## config.mk

```make
export PLATFORM = sky130hd
export DESIGN_NAME = id_decode_pipe
export DESIGN_NICKNAME = d
export VERILOG_FILES = /design/src/rtl/id_decode_pkg.sv /design/src/rtl/id_decode_core.sv /design/src/rtl/id_decode_pipe.sv
export SDC_FILE = /design/constraint.sdc
export NUM_CORES = 1
export LEC_CHECK = 0
export ABC_AREA = 1
export ABC_CLOCK_PERIOD_IN_PS = 3450
export CAP_MARGIN = 10
export CORE_AREA = 2 2 92 138
export DETAILED_ROUTE_END_ITERATION = 7
export DIE_AREA = 0 0 94 140
export MAX_ROUTING_LAYER = met4
export PLACE_DENSITY = 0.81
export SYNTH_ARGS = -nofsm -noshare
export SYNTH_HDL_FRONTEND = slang
export SYNTH_SLANG_ARGS = --single-unit
```

## constraint.sdc

```tcl
create_clock -name clk -period 3.45 [get_ports clk]
set_input_delay 0.345 -clock clk [delete_from_list [all_inputs] [get_ports clk]]
set_output_delay 0.345 -clock clk [all_outputs]
set_load 0.03 [all_outputs]
```

## src/rtl/id_decode_pkg.sv

```systemverilog
// Shared decode definitions: opcodes, ALU codes, access sizes, control bundle
// and the immediate sign-extension helper.
package id_decode_pkg;

  localparam logic [6:0] OPC_BUBBLE = 7'b0000000;
  localparam logic [6:0] OPC_LOAD   = 7'b0000011;
  localparam logic [6:0] OPC_OP_IMM = 7'b0010011;
  localparam logic [6:0] OPC_AUIPC  = 7'b0010111;
  localparam logic [6:0] OPC_STORE  = 7'b0100011;
  localparam logic [6:0] OPC_OP     = 7'b0110011;
  localparam logic [6:0] OPC_LUI    = 7'b0110111;
  localparam logic [6:0] OPC_BRANCH = 7'b1100011;
  localparam logic [6:0] OPC_JALR   = 7'b1100111;
  localparam logic [6:0] OPC_JAL    = 7'b1101111;

  localparam logic [4:0] ALU_ADD   = 5'd0;
  localparam logic [4:0] ALU_SUB   = 5'd1;
  localparam logic [4:0] ALU_SLL   = 5'd2;
  localparam logic [4:0] ALU_SLT   = 5'd3;
  localparam logic [4:0] ALU_SLTU  = 5'd4;
  localparam logic [4:0] ALU_XOR   = 5'd5;
  localparam logic [4:0] ALU_SRL   = 5'd6;
  localparam logic [4:0] ALU_SRA   = 5'd7;
  localparam logic [4:0] ALU_OR    = 5'd8;
  localparam logic [4:0] ALU_AND   = 5'd9;
  localparam logic [4:0] ALU_PASSB = 5'd10;
  localparam logic [4:0] ALU_BEQ   = 5'd11;
  localparam logic [4:0] ALU_BNE   = 5'd12;
  localparam logic [4:0] ALU_BLT   = 5'd13;
  localparam logic [4:0] ALU_BGE   = 5'd14;
  localparam logic [4:0] ALU_MUL   = 5'd16;

  localparam logic [1:0] SIZE_BYTE = 2'd0;
  localparam logic [1:0] SIZE_HALF = 2'd1;
  localparam logic [1:0] SIZE_WORD = 2'd2;

  localparam logic [1:0] M2R_ALU = 2'd0;
  localparam logic [1:0] M2R_MEM = 2'd1;
  localparam logic [1:0] M2R_PC4 = 2'd2;

  localparam logic [1:0] JUMP_NONE   = 2'd0;
  localparam logic [1:0] JUMP_BRANCH = 2'd1;
  localparam logic [1:0] JUMP_JAL    = 2'd2;
  localparam logic [1:0] JUMP_JALR   = 2'd3;

  typedef struct packed {
    logic       mem_read;
    logic       mem_write;
    logic       reg_write;
    logic       alu_src_a;
    logic       alu_src_b;
    logic [1:0] mem_to_reg;
    logic [1:0] jump;
    logic       is_signed;
    logic [1:0] inst_size;
  } ctl_t;

  function automatic logic [63:0] id_sign_extend(input logic [31:0] value);
    return {{32{value[31]}}, value};
  endfunction

endpackage

```

## src/rtl/id_decode_core.sv

```systemverilog
// Combinational instruction decoder: control bundle, ALU code, immediate,
// register fields and which source registers the instruction actually reads.
module id_decode_core
  import id_decode_pkg::*;
#(
  parameter int XLEN = 32,
  parameter bit EN_M = 1'b1
) (
  input  logic [31:0]     inst,
  output ctl_t            ctl,
  output logic [4:0]      alu_op,
  output logic [XLEN-1:0] imm,
  output logic [4:0]      rs1,
  output logic [4:0]      rs2,
  output logic [4:0]      rd,
  output logic            illegal,
  output logic            uses_rs1,
  output logic            uses_rs2
);

  logic [2:0]  f3;
  logic [6:0]  f7;
  logic [31:0] imm32;
  logic        shift_zero;
  logic        shift_arith;
  logic [31:0] shamt;

  assign f3  = inst[14:12];
  assign f7  = inst[31:25];
  assign rs1 = inst[19:15];
  assign rs2 = inst[24:20];
  assign rd  = inst[11:7];

  // RV64 shifts carry a 6-bit shamt, leaving a 6-bit funct field above it
  assign shift_zero  = (XLEN == 64) ? (inst[31:26] == 6'b000000) : (f7 == 7'b0000000);
  assign shift_arith = (XLEN == 64) ? (inst[31:26] == 6'b010000) : (f7 == 7'b0100000);
  assign shamt       = (XLEN == 64) ? {26'd0, inst[25:20]} : {27'd0, inst[24:20]};

  assign imm = XLEN'(id_sign_extend(imm32));

  // Field decode; an illegal encoding collapses to a side-effect-free bundle
  always_comb begin
    ctl           = '0;
    ctl.is_signed = 1'b1;
    alu_op        = ALU_ADD;
    imm32         = 32'd0;
    illegal       = 1'b0;
    uses_rs1      = 1'b0;
    uses_rs2      = 1'b0;
    case (inst[6:0])
      OPC_BUBBLE: ctl.is_signed = 1'b0;
      OPC_LUI: begin
        ctl.reg_write = 1'b1;
        ctl.alu_src_b = 1'b1;
        alu_op        = ALU_PASSB;
        imm32         = {inst[31:12], 12'd0};
      end
      OPC_AUIPC: begin
        ctl.reg_write = 1'b1;
        ctl.alu_src_a = 1'b1;
        ctl.alu_src_b = 1'b1;
        imm32         = {inst[31:12], 12'd0};
      end
      OPC_JAL: begin
        ctl.reg_write  = 1'b1;
        ctl.alu_src_a  = 1'b1;
        ctl.mem_to_reg = M2R_PC4;
        ctl.jump       = JUMP_JAL;
        imm32 = {{11{inst[31]}}, inst[31], inst[19:12], inst[20], inst[30:21], 1'b0};
      end
      OPC_JALR: begin
        ctl.reg_write  = 1'b1;
        ctl.alu_src_a  = 1'b1;
        ctl.mem_to_reg = M2R_PC4;
        ctl.jump       = JUMP_JALR;
        imm32          = {{20{inst[31]}}, inst[31:20]};
        uses_rs1       = 1'b1;
        if (f3 != 3'd0) illegal = 1'b1; else illegal = 1'b0;
      end
      OPC_BRANCH: begin
        ctl.jump = JUMP_BRANCH;
        imm32    = {{19{inst[31]}}, inst[31], inst[7], inst[30:25], inst[11:8], 1'b0};
        uses_rs1 = 1'b1;
        uses_rs2 = 1'b1;
        case (f3)
          3'b000: alu_op = ALU_BEQ;
          3'b001: alu_op = ALU_BNE;
          3'b100: alu_op = ALU_BLT;
          3'b101: alu_op = ALU_BGE;
          3'b110: begin alu_op = ALU_BLT; ctl.is_signed = 1'b0; end
          3'b111: begin alu_op = ALU_BGE; ctl.is_signed = 1'b0; end
          default: illegal = 1'b1;
        endcase
      end
      OPC_LOAD: begin
        ctl.mem_read   = 1'b1;
        ctl.reg_write  = 1'b1;
        ctl.alu_src_b  = 1'b1;
        ctl.mem_to_reg = M2R_MEM;
        ctl.inst_size  = f3[1:0];
        imm32          = {{20{inst[31]}}, inst[31:20]};
        uses_rs1       = 1'b1;
        case (f3)
          3'b000, 3'b001, 3'b010: ctl.is_signed = 1'b1;
          3'b100, 3'b101:         ctl.is_signed = 1'b0;
          default:                illegal = 1'b1;
        endcase
      end
      OPC_STORE: begin
        ctl.mem_write = 1'b1;
        ctl.alu_src_b = 1'b1;
        ctl.inst_size = f3[1:0];
        imm32         = {{20{inst[31]}}, inst[31:25], inst[11:7]};
        uses_rs1      = 1'b1;
        uses_rs2      = 1'b1;
        if (f3 > 3'd2) illegal = 1'b1; else illegal = 1'b0;
      end
      OPC_OP_IMM: begin
        ctl.reg_write = 1'b1;
        ctl.alu_src_b = 1'b1;
        imm32         = {{20{inst[31]}}, inst[31:20]};
        uses_rs1      = 1'b1;
        case (f3)
          3'b000: alu_op = ALU_ADD;
          3'b010: alu_op = ALU_SLT;
          3'b011: begin alu_op = ALU_SLTU; ctl.is_signed = 1'b0; end
          3'b100: alu_op = ALU_XOR;
          3'b110: alu_op = ALU_OR;
          3'b111: alu_op = ALU_AND;
          3'b001: begin
            alu_op = ALU_SLL;
            imm32  = shamt;
            if (!shift_zero) illegal = 1'b1; else illegal = 1'b0;
          end
          3'b101: begin
            alu_op = shift_arith ? ALU_SRA : ALU_SRL;
            imm32  = shamt;
            if (!shift_zero && !shift_arith) illegal = 1'b1; else illegal = 1'b0;
          end
          default: illegal = 1'b1;
        endcase
      end
      OPC_OP: begin
        ctl.reg_write = 1'b1;
        uses_rs1      = 1'b1;
        uses_rs2      = 1'b1;
        case (f7)
          7'b0000000: begin
            case (f3)
              3'b000: alu_op = ALU_ADD;
              3'b001: alu_op = ALU_SLL;
              3'b010: alu_op = ALU_SLT;
              3'b011: begin alu_op = ALU_SLTU; ctl.is_signed = 1'b0; end
              3'b100: alu_op = ALU_XOR;
              3'b101: alu_op = ALU_SRL;
              3'b110: alu_op = ALU_OR;
              3'b111: alu_op = ALU_AND;
              default: illegal = 1'b1;
            endcase
          end
          7'b0100000: begin
            case (f3)
              3'b000: alu_op = ALU_SUB;
              3'b101: alu_op = ALU_SRA;
              default: illegal = 1'b1;
            endcase
          end
          7'b0000001: begin
            // M ops occupy 16..23 in funct3 order; odd codes above MULH are unsigned
            alu_op        = ALU_MUL | {2'b00, f3};
            ctl.is_signed = !(f3 == 3'b011 || f3 == 3'b101 || f3 == 3'b111);
            if (!EN_M) illegal = 1'b1; else illegal = 1'b0;
          end
          default: illegal = 1'b1;
        endcase
      end
      default: illegal = 1'b1;
    endcase
    if (illegal) begin
      ctl           = '0;
      ctl.is_signed = 1'b1;
      alu_op        = ALU_ADD;
      imm32         = 32'd0;
      uses_rs1      = 1'b0;
      uses_rs2      = 1'b0;
    end else begin
      ctl.inst_size = ctl.inst_size;
    end
  end

endmodule

```

## src/rtl/id_decode_pipe.sv

```systemverilog
// Registered decode stage: valid/ready handshake, output register,
// load-use bubble counter and branch flush.
module id_decode_pipe
  import id_decode_pkg::*;
#(
  parameter int XLEN       = 32,
  parameter bit EN_M       = 1'b1,
  parameter int LU_BUBBLES = 1
) (
  input  logic            clk,
  input  logic            reset,
  input  logic            in_valid,
  output logic            in_ready,
  input  logic [31:0]     inst,
  input  logic [XLEN-1:0] pc,
  input  logic            flush,
  output logic            out_valid,
  input  logic            out_ready,
  output ctl_t            ctl,
  output logic [4:0]      alu_op,
  output logic [XLEN-1:0] imm,
  output logic [XLEN-1:0] pc_out,
  output logic [4:0]      rs1,
  output logic [4:0]      rs2,
  output logic [4:0]      rd,
  output logic            illegal
);

  ctl_t            dec_ctl;
  logic [4:0]      dec_alu_op;
  logic [XLEN-1:0] dec_imm;
  logic [4:0]      dec_rs1, dec_rs2, dec_rd;
  logic            dec_illegal, uses_rs1, uses_rs2;
  logic [1:0]      cnt;
  logic [4:0]      load_rd;
  logic            lu_stall, take, is_load;

  id_decode_core #(.XLEN(XLEN), .EN_M(EN_M)) u_core (
    .inst     (inst),
    .ctl      (dec_ctl),
    .alu_op   (dec_alu_op),
    .imm      (dec_imm),
    .rs1      (dec_rs1),
    .rs2      (dec_rs2),
    .rd       (dec_rd),
    .illegal  (dec_illegal),
    .uses_rs1 (uses_rs1),
    .uses_rs2 (uses_rs2)
  );

  assign lu_stall = (cnt != 2'd0) && in_valid &&
                    ((uses_rs1 && dec_rs1 == load_rd) || (uses_rs2 && dec_rs2 == load_rd));
  assign in_ready = (!out_valid || out_ready) && !lu_stall && !flush;
  assign take     = in_valid && in_ready;
  assign is_load  = dec_ctl.mem_read && (dec_rd != 5'd0);

  // Output register plus load-use tracking; flush kills the slot and pending bubbles
  always_ff @(posedge clk or negedge reset) begin
    if (!reset) begin
      out_valid <= 1'b0;
      cnt       <= 2'd0;
      load_rd   <= 5'd0;
      ctl       <= '0;
      alu_op    <= 5'd0;
      imm       <= '0;
      pc_out    <= '0;
      rs1       <= 5'd0;
      rs2       <= 5'd0;
      rd        <= 5'd0;
      illegal   <= 1'b0;
    end else if (flush) begin
      out_valid <= 1'b0;
      cnt       <= 2'd0;
    end else begin
      if (take) begin
        out_valid <= 1'b1;
        ctl       <= dec_ctl;
        alu_op    <= dec_alu_op;
        imm       <= dec_imm;
        pc_out    <= pc;
        rs1       <= dec_rs1;
        rs2       <= dec_rs2;
        rd        <= dec_rd;
        illegal   <= dec_illegal;
      end else if (out_valid && out_ready) begin
        out_valid <= 1'b0;
      end
      if (take && is_load) begin
        cnt     <= 2'(LU_BUBBLES);
        load_rd <= dec_rd;
      end else if (out_ready && cnt != 2'd0) begin
        cnt <= cnt - 2'd1;
      end
    end
  end

endmodule

```

Word level (Yosys, flattened, before mapping)
Cells that the tools add are included.

Add/subtract/negate cells: 1. Magnitude comparators: 1. Equality and inequality tests: 20. Multiplexer cells: 46. Bitwise gates (word level): 1. Reductions and logical operators: 51.

Operators by type and width (count): case mux 32 bit (6 select lines) (1); case mux 5 bit (8 select lines) (2); 2-to-1 mux 32 bit (2); == test 7 x 6 -> 1 bit, second input constant (4); 2-to-1 mux 1 bit (23); OR reduction 2 bit (11); == test 7 bit, second input constant (3); case mux 5 bit (4 select lines) (1); case mux 4 bit (4 select lines) (1); case mux 5 bit (3 select lines) (1); == test 7 x 5 -> 1 bit, second input constant (2); logical NOT 7 bit (2); == test 3 bit, second input constant (4); logical AND 1 bit (12); OR reduction 6 bit (2); == test 5 bit (2); 2-to-1 mux 10 bit (1); 2-to-1 mux 2 bit (5); OR reduction 5 bit (2); nonzero test 3 bit (3); == test 7 x 1 -> 1 bit, second input constant (1); == test 7 x 2 -> 1 bit, second input constant (1); case mux 1 bit (7 select lines) (1); OR reduction 7 bit (1); 19 further kinds (32).

Flip-flop bits (word level): 105. Bits of input ports: 69. Output and inout bits: 99. Word-level logic and storage cells: 139.

Logic depth before layout (Yosys ltp)
Gate-level depths: netlist of run 1.

Word-level depth: 17. Depth in mapped cells: 16. Gate-level depth less buffers: 14.

Modules after synthesis
From an unflattened synthesis of run 1, not the netlist that was laid out.

Cells, all modules: 827. Area, all modules: 5953.2 sq um.

By module, submodules not included: id_decode_pipe (instances 1, cells each 513, area each 4424.2 sq um); id_decode_core (instances 1, cells each 314, area each 1529.0 sq um).

Least setup slack after synthesis of run 1
Ideal clock, no wire load.

Path type: input-to-output. Start: input inst[3]. End: output in_ready. Data arrival time: 2.078 ns. Required time: 3.105 ns. Slack: 1.027 ns. Cell stages on the path: 11. Buffers on the path: 2. Cell sequence: nor2_1 nand2_2 nor2_2 nand2_1 nand2_1 nor2_1 nand2_1 nor2_2 buf_2 buf_4 a21boi_0.

Word-level cells in the longest chain between the ends: 10. Elaborated cells on any way between the ends: 25.

RTL lines: start: declaration (RTL line id_decode_pipe.sv:14) `input logic [31:0] inst,`; == test 7 x 6 -> 1 bit, or another cell as far along (RTL line id_decode_core.sv:50) `case (inst[6:0])`; OR reduction 4 bit (no source line), or another cell as far along; case mux 1 bit (7 select lines) or 2-to-1 mux 1 bit (tied branches) (RTL line id_decode_core.sv:50); 2-to-1 mux 1 bit (RTL line id_decode_core.sv:179) `if (illegal) begin`; logical AND 1 bit (RTL line id_decode_pipe.sv:52) `((uses_rs1 && dec_rs1 == load_rd) || (uses_rs2 && dec_rs2 == load_rd));`; logical OR 1 bit * (RTL line id_decode_pipe.sv:52); logical AND 1 bit * (RTL line id_decode_pipe.sv:51) `assign lu_stall = (cnt != 2'd0) && in_valid &&`; logical NOT 1 bit * (RTL line id_decode_pipe.sv:53) `assign in_ready = (!out_valid || out_ready) && !lu_stall && !flush;`; logical AND 1 bit * (2 in a row) (RTL line id_decode_pipe.sv:53); end: declaration (RTL line id_decode_pipe.sv:13) `output logic in_ready,`.

Mark *: on every way between the ends. The rest lies on a longest branch, timed or not.

Final worst setup path of run 1
Start: input inst[4]. End: output in_ready.

The elaborated chain is that of the path after synthesis.

==> run metrics, run 1 <==
max cap viols=0; CTS tree=done; Syn Inst Count=691; Clk pin slew, worst setup/hold paths=0.08 ns; Yosys top cell area share=0.4965; Initial Utilization=0.4384; CP Cell Sequence=clkdlybuf4s50_1, nor2_1, nand2_1, nor2_4, nand2_1, nand2_1, nor2_1, nand2_1, nor2_2, a21boi_0, clkdlybuf4s50_1; mean routed wirelength per cell=about 15 um; Leak Pwr=3.421 nW; ranking of synthesized cells by area=dfrtp_1 50%, nand2_1 22%, o21ai_0 5.9%; Worst path max stage delay=0.71 ns; clk root buf=clkbuf_16; Critical Path Fanout Max=5; post-synth cell types=33; CP Capture Type=output pin; via count=5,008; cell area power density=approximately 430 nW/um^2; final hold vios=0; Setup crit start kind=input port; number of CTS-inserted buffers=9; layout cells sized above 1=0.05621; final wirelength=approximately 15 mm; Slew HR=0.4315; Max clock buf depth=2; f_max=331.4 MHz; Top FF cell, synth=dfrtp_1; area grow syn2layout=38.48%; VDD IR-drop max=0.0002248 V; Seq/Total Area, Yosys=0.4965; clock skew=0.01259 ns; reg-to-reg startpoint=load_rd[1]$_DFFE_PN0P_; vias in the first global route=approximately 4,800; net switching power=0.0009718 W; # diodes=0; crit path DAT=roughly 2.7 ns; number of H-tree levels=3; critical path launch point=inst[4]; Port Buf Inserts=167; Synth area leader=dfrtp_1; drt first pass iters=5; clock power share=0.330; setup violators final=0; post-layout net count=roughly 920; final worst path period share=0.8746; global placement routability congestion=0.9067; status=completed; Die H=140 um; placed cells=slightly below 1,000; Warnings, synthesis=0; Synth Area per Inst=7.585 um^2; total track usage=0.2392; Initial DRC Count=275; synthesized area=5241 um^2; latest clock arrival within the worst-skew pair=0.35 ns; Synthesized Nets=around 760; fin cells=1,007; post-layout min period=3.017 ns; combined buffer and inverter count along the critical path=2; TNS Setup=0 ns; largest net degree at the start of global routing=119; unrepaired setup endpoints after global routing=false; Slew @ Worst Pin=0.8528 ns; Die Area=13,160 um^2; post-CTS setup buffer count=0; Min-Delay Path Class=input port to asynchronous set/reset pin; Comb power frac=0.231; Slew Viols, Final=0; most frequent cell after synthesis=nand2_1; synth cell count leaders=311 x nand2_1, 104 x dfrtp_1, 62 x o21ai_0, 43 x inv_1, 38 x nor2_1; sw frac=0.3137; HPWL after DPL=11.45 mm; delay-heaviest family, CP=buffers and inverters; CTS sink cnt=104; row cnt=between 40 and 50; CP max-delay cell=clkdlybuf4s50_1; first-pass GRT wire length=about 24 mm; fillers=1,079; chip width=94 um; Final ANT Viol Nets=0; number of synthesized register bits=104; Seq pwr share=0.439; IO Pins=168; initial antenna violation count=0; core area=11,960 um^2; EDFF count, synth=0; vias per cell=approximately 5.0; post-cts sizing count=0; gr ovfl total=0; critical path's most frequent cell=nand2_1; critical path type=input port to output pin; WP data required=3.11 ns; FFs w/ async S/R, synth=1.000; # DRC=0; Post-CTS Hold Buffers=0; Power Internal=~0.0021 W
through the flow:
stage / total power, W / hold slack, ns / instance area (um^2) / worst slack (ns) / util
floorplan: 0.001756 / 0.04941 / 5241 / 1.027 / -
global placement: 0.002092 / 0.4602 / 6958 / 0.3870 / 0.5820
detailed placement: 0.002103 / 0.4636 / 6958 / 0.4319 / 0.5820
CTS: 0.003128 / 0.1227 / 7258 / 0.4121 / 0.6071
global route: 0.003222 / 0.1428 / 7258 / 0.2645 / 0.6071
finish: 0.003097 / 0.08310 / 7258 / 0.4328 / 0.6071
final cells by class:
type | instances | area [um^2] | area share
Timing Repair Buffer | 177 | 1757 | 0.2420
Inverter | 47 | 176.4 | 0.02431
Clock buffer | 10 | 239.0 | 0.03293
Clock inverter | 6 | 61.31 | 0.008447
Tap cell | 153 | 191.4 | 0.02637
Sequential cell | 104 | 2603 | 0.3586
Multi-Input combinational cell | 510 | 2231 | 0.3074
placed cells by master, fill, tap and decap left out, drive strengths merged:
cell type	Yosys	layout
buf	26	11
a22oi	4	4
nand3b	1	1
o211ai	3	3
a21oi	9	9
nor2	46	46
clkbuf	4	10
clkinvlp	0	1
nand4	5	5
o21ai	86	86
ha	1	1
inv	47	50
clkinv	0	2
o22ai	1	1
o221ai	1	1
o221a	1	1
nor3	4	4
o211a	1	1
o21bai	1	1
nand2	317	317
clkdlybuf4s50	0	166
xnor2	1	1
a31oi	1	1
nand3	26	26
dfrtp	104	104
a21boi	1	1
routing by layer:
layer  share of wire  GRT usage  routed length [um]  vias up
li1                -          -                   -     2510
met1            0.40     0.2827                6096     2318
met2            0.52     0.3989                7797      141
met3           0.042    0.03712                 632       39
met4           0.036     0.1076                 541        0
met5               0          -                   0        -
registers in the layout (all words and copies together), names as in the netlist:
name / cells
rs1: 5
imm: 32
rs2: 5
rd: 5
pc_out: 32
cnt: 2
ctl: 11
illegal: 1
out_valid: 1
load_rd: 5
alu_op: 5
final timing paths:
check,endpoint,slack (ns),cells after the start
worst max register to register,load_rd[1]$_DFFE_PN0P_,1.43,14
worst max-delay path,in_ready,0.43,11
max in group asynchronous,pc_out[4]$_DFFE_PN0P_,2.51,2
worst min-delay path,ctl[10]$_DFFE_PN0P_,0.08,1
min in group clk,pc_out[12]$_DFFE_PN0P_,0.48,2
worst min register to register,pc_out[12]$_DFFE_PN0P_,0.48,2
logic make-up (layout without fill, tap and decap cells):
kind of cell,count (synthesis),in the layout,synth area share
DFF,104,104,0.4965
xor gates and xnor gates,1,1,0.001671
and+or+nand+nor,399,399,0.3099
AOI/OAI and AO/OA,109,109,0.1117
adders and majority gates,1,1,0.002387
buffers and inverters,77,240,0.07782
power groups by stage:
stage / clock network, W / registers (W) / logic, W
after detailed placement: 0 / 0.00138 / 0.000722
final: 0.00102 / 0.00136 / 0.000716
after CTS: 0.00105 / 0.00136 / 0.000724
after global routing: 0.00108 / 0.00137 / 0.000769
after global placement: 0 / 0.00138 / 0.000716
after floorplan: 0 / 0.00156 / 0.000195
Note: power is estimated with default switching activity, not from simulation.
==> run 2, diff against run 1 <==
Settings changed: CAP_MARGIN 10 to unset.
==> results of run 2 <==
Same layout as run 1: the final DEF is identical, and so are final timing and power.
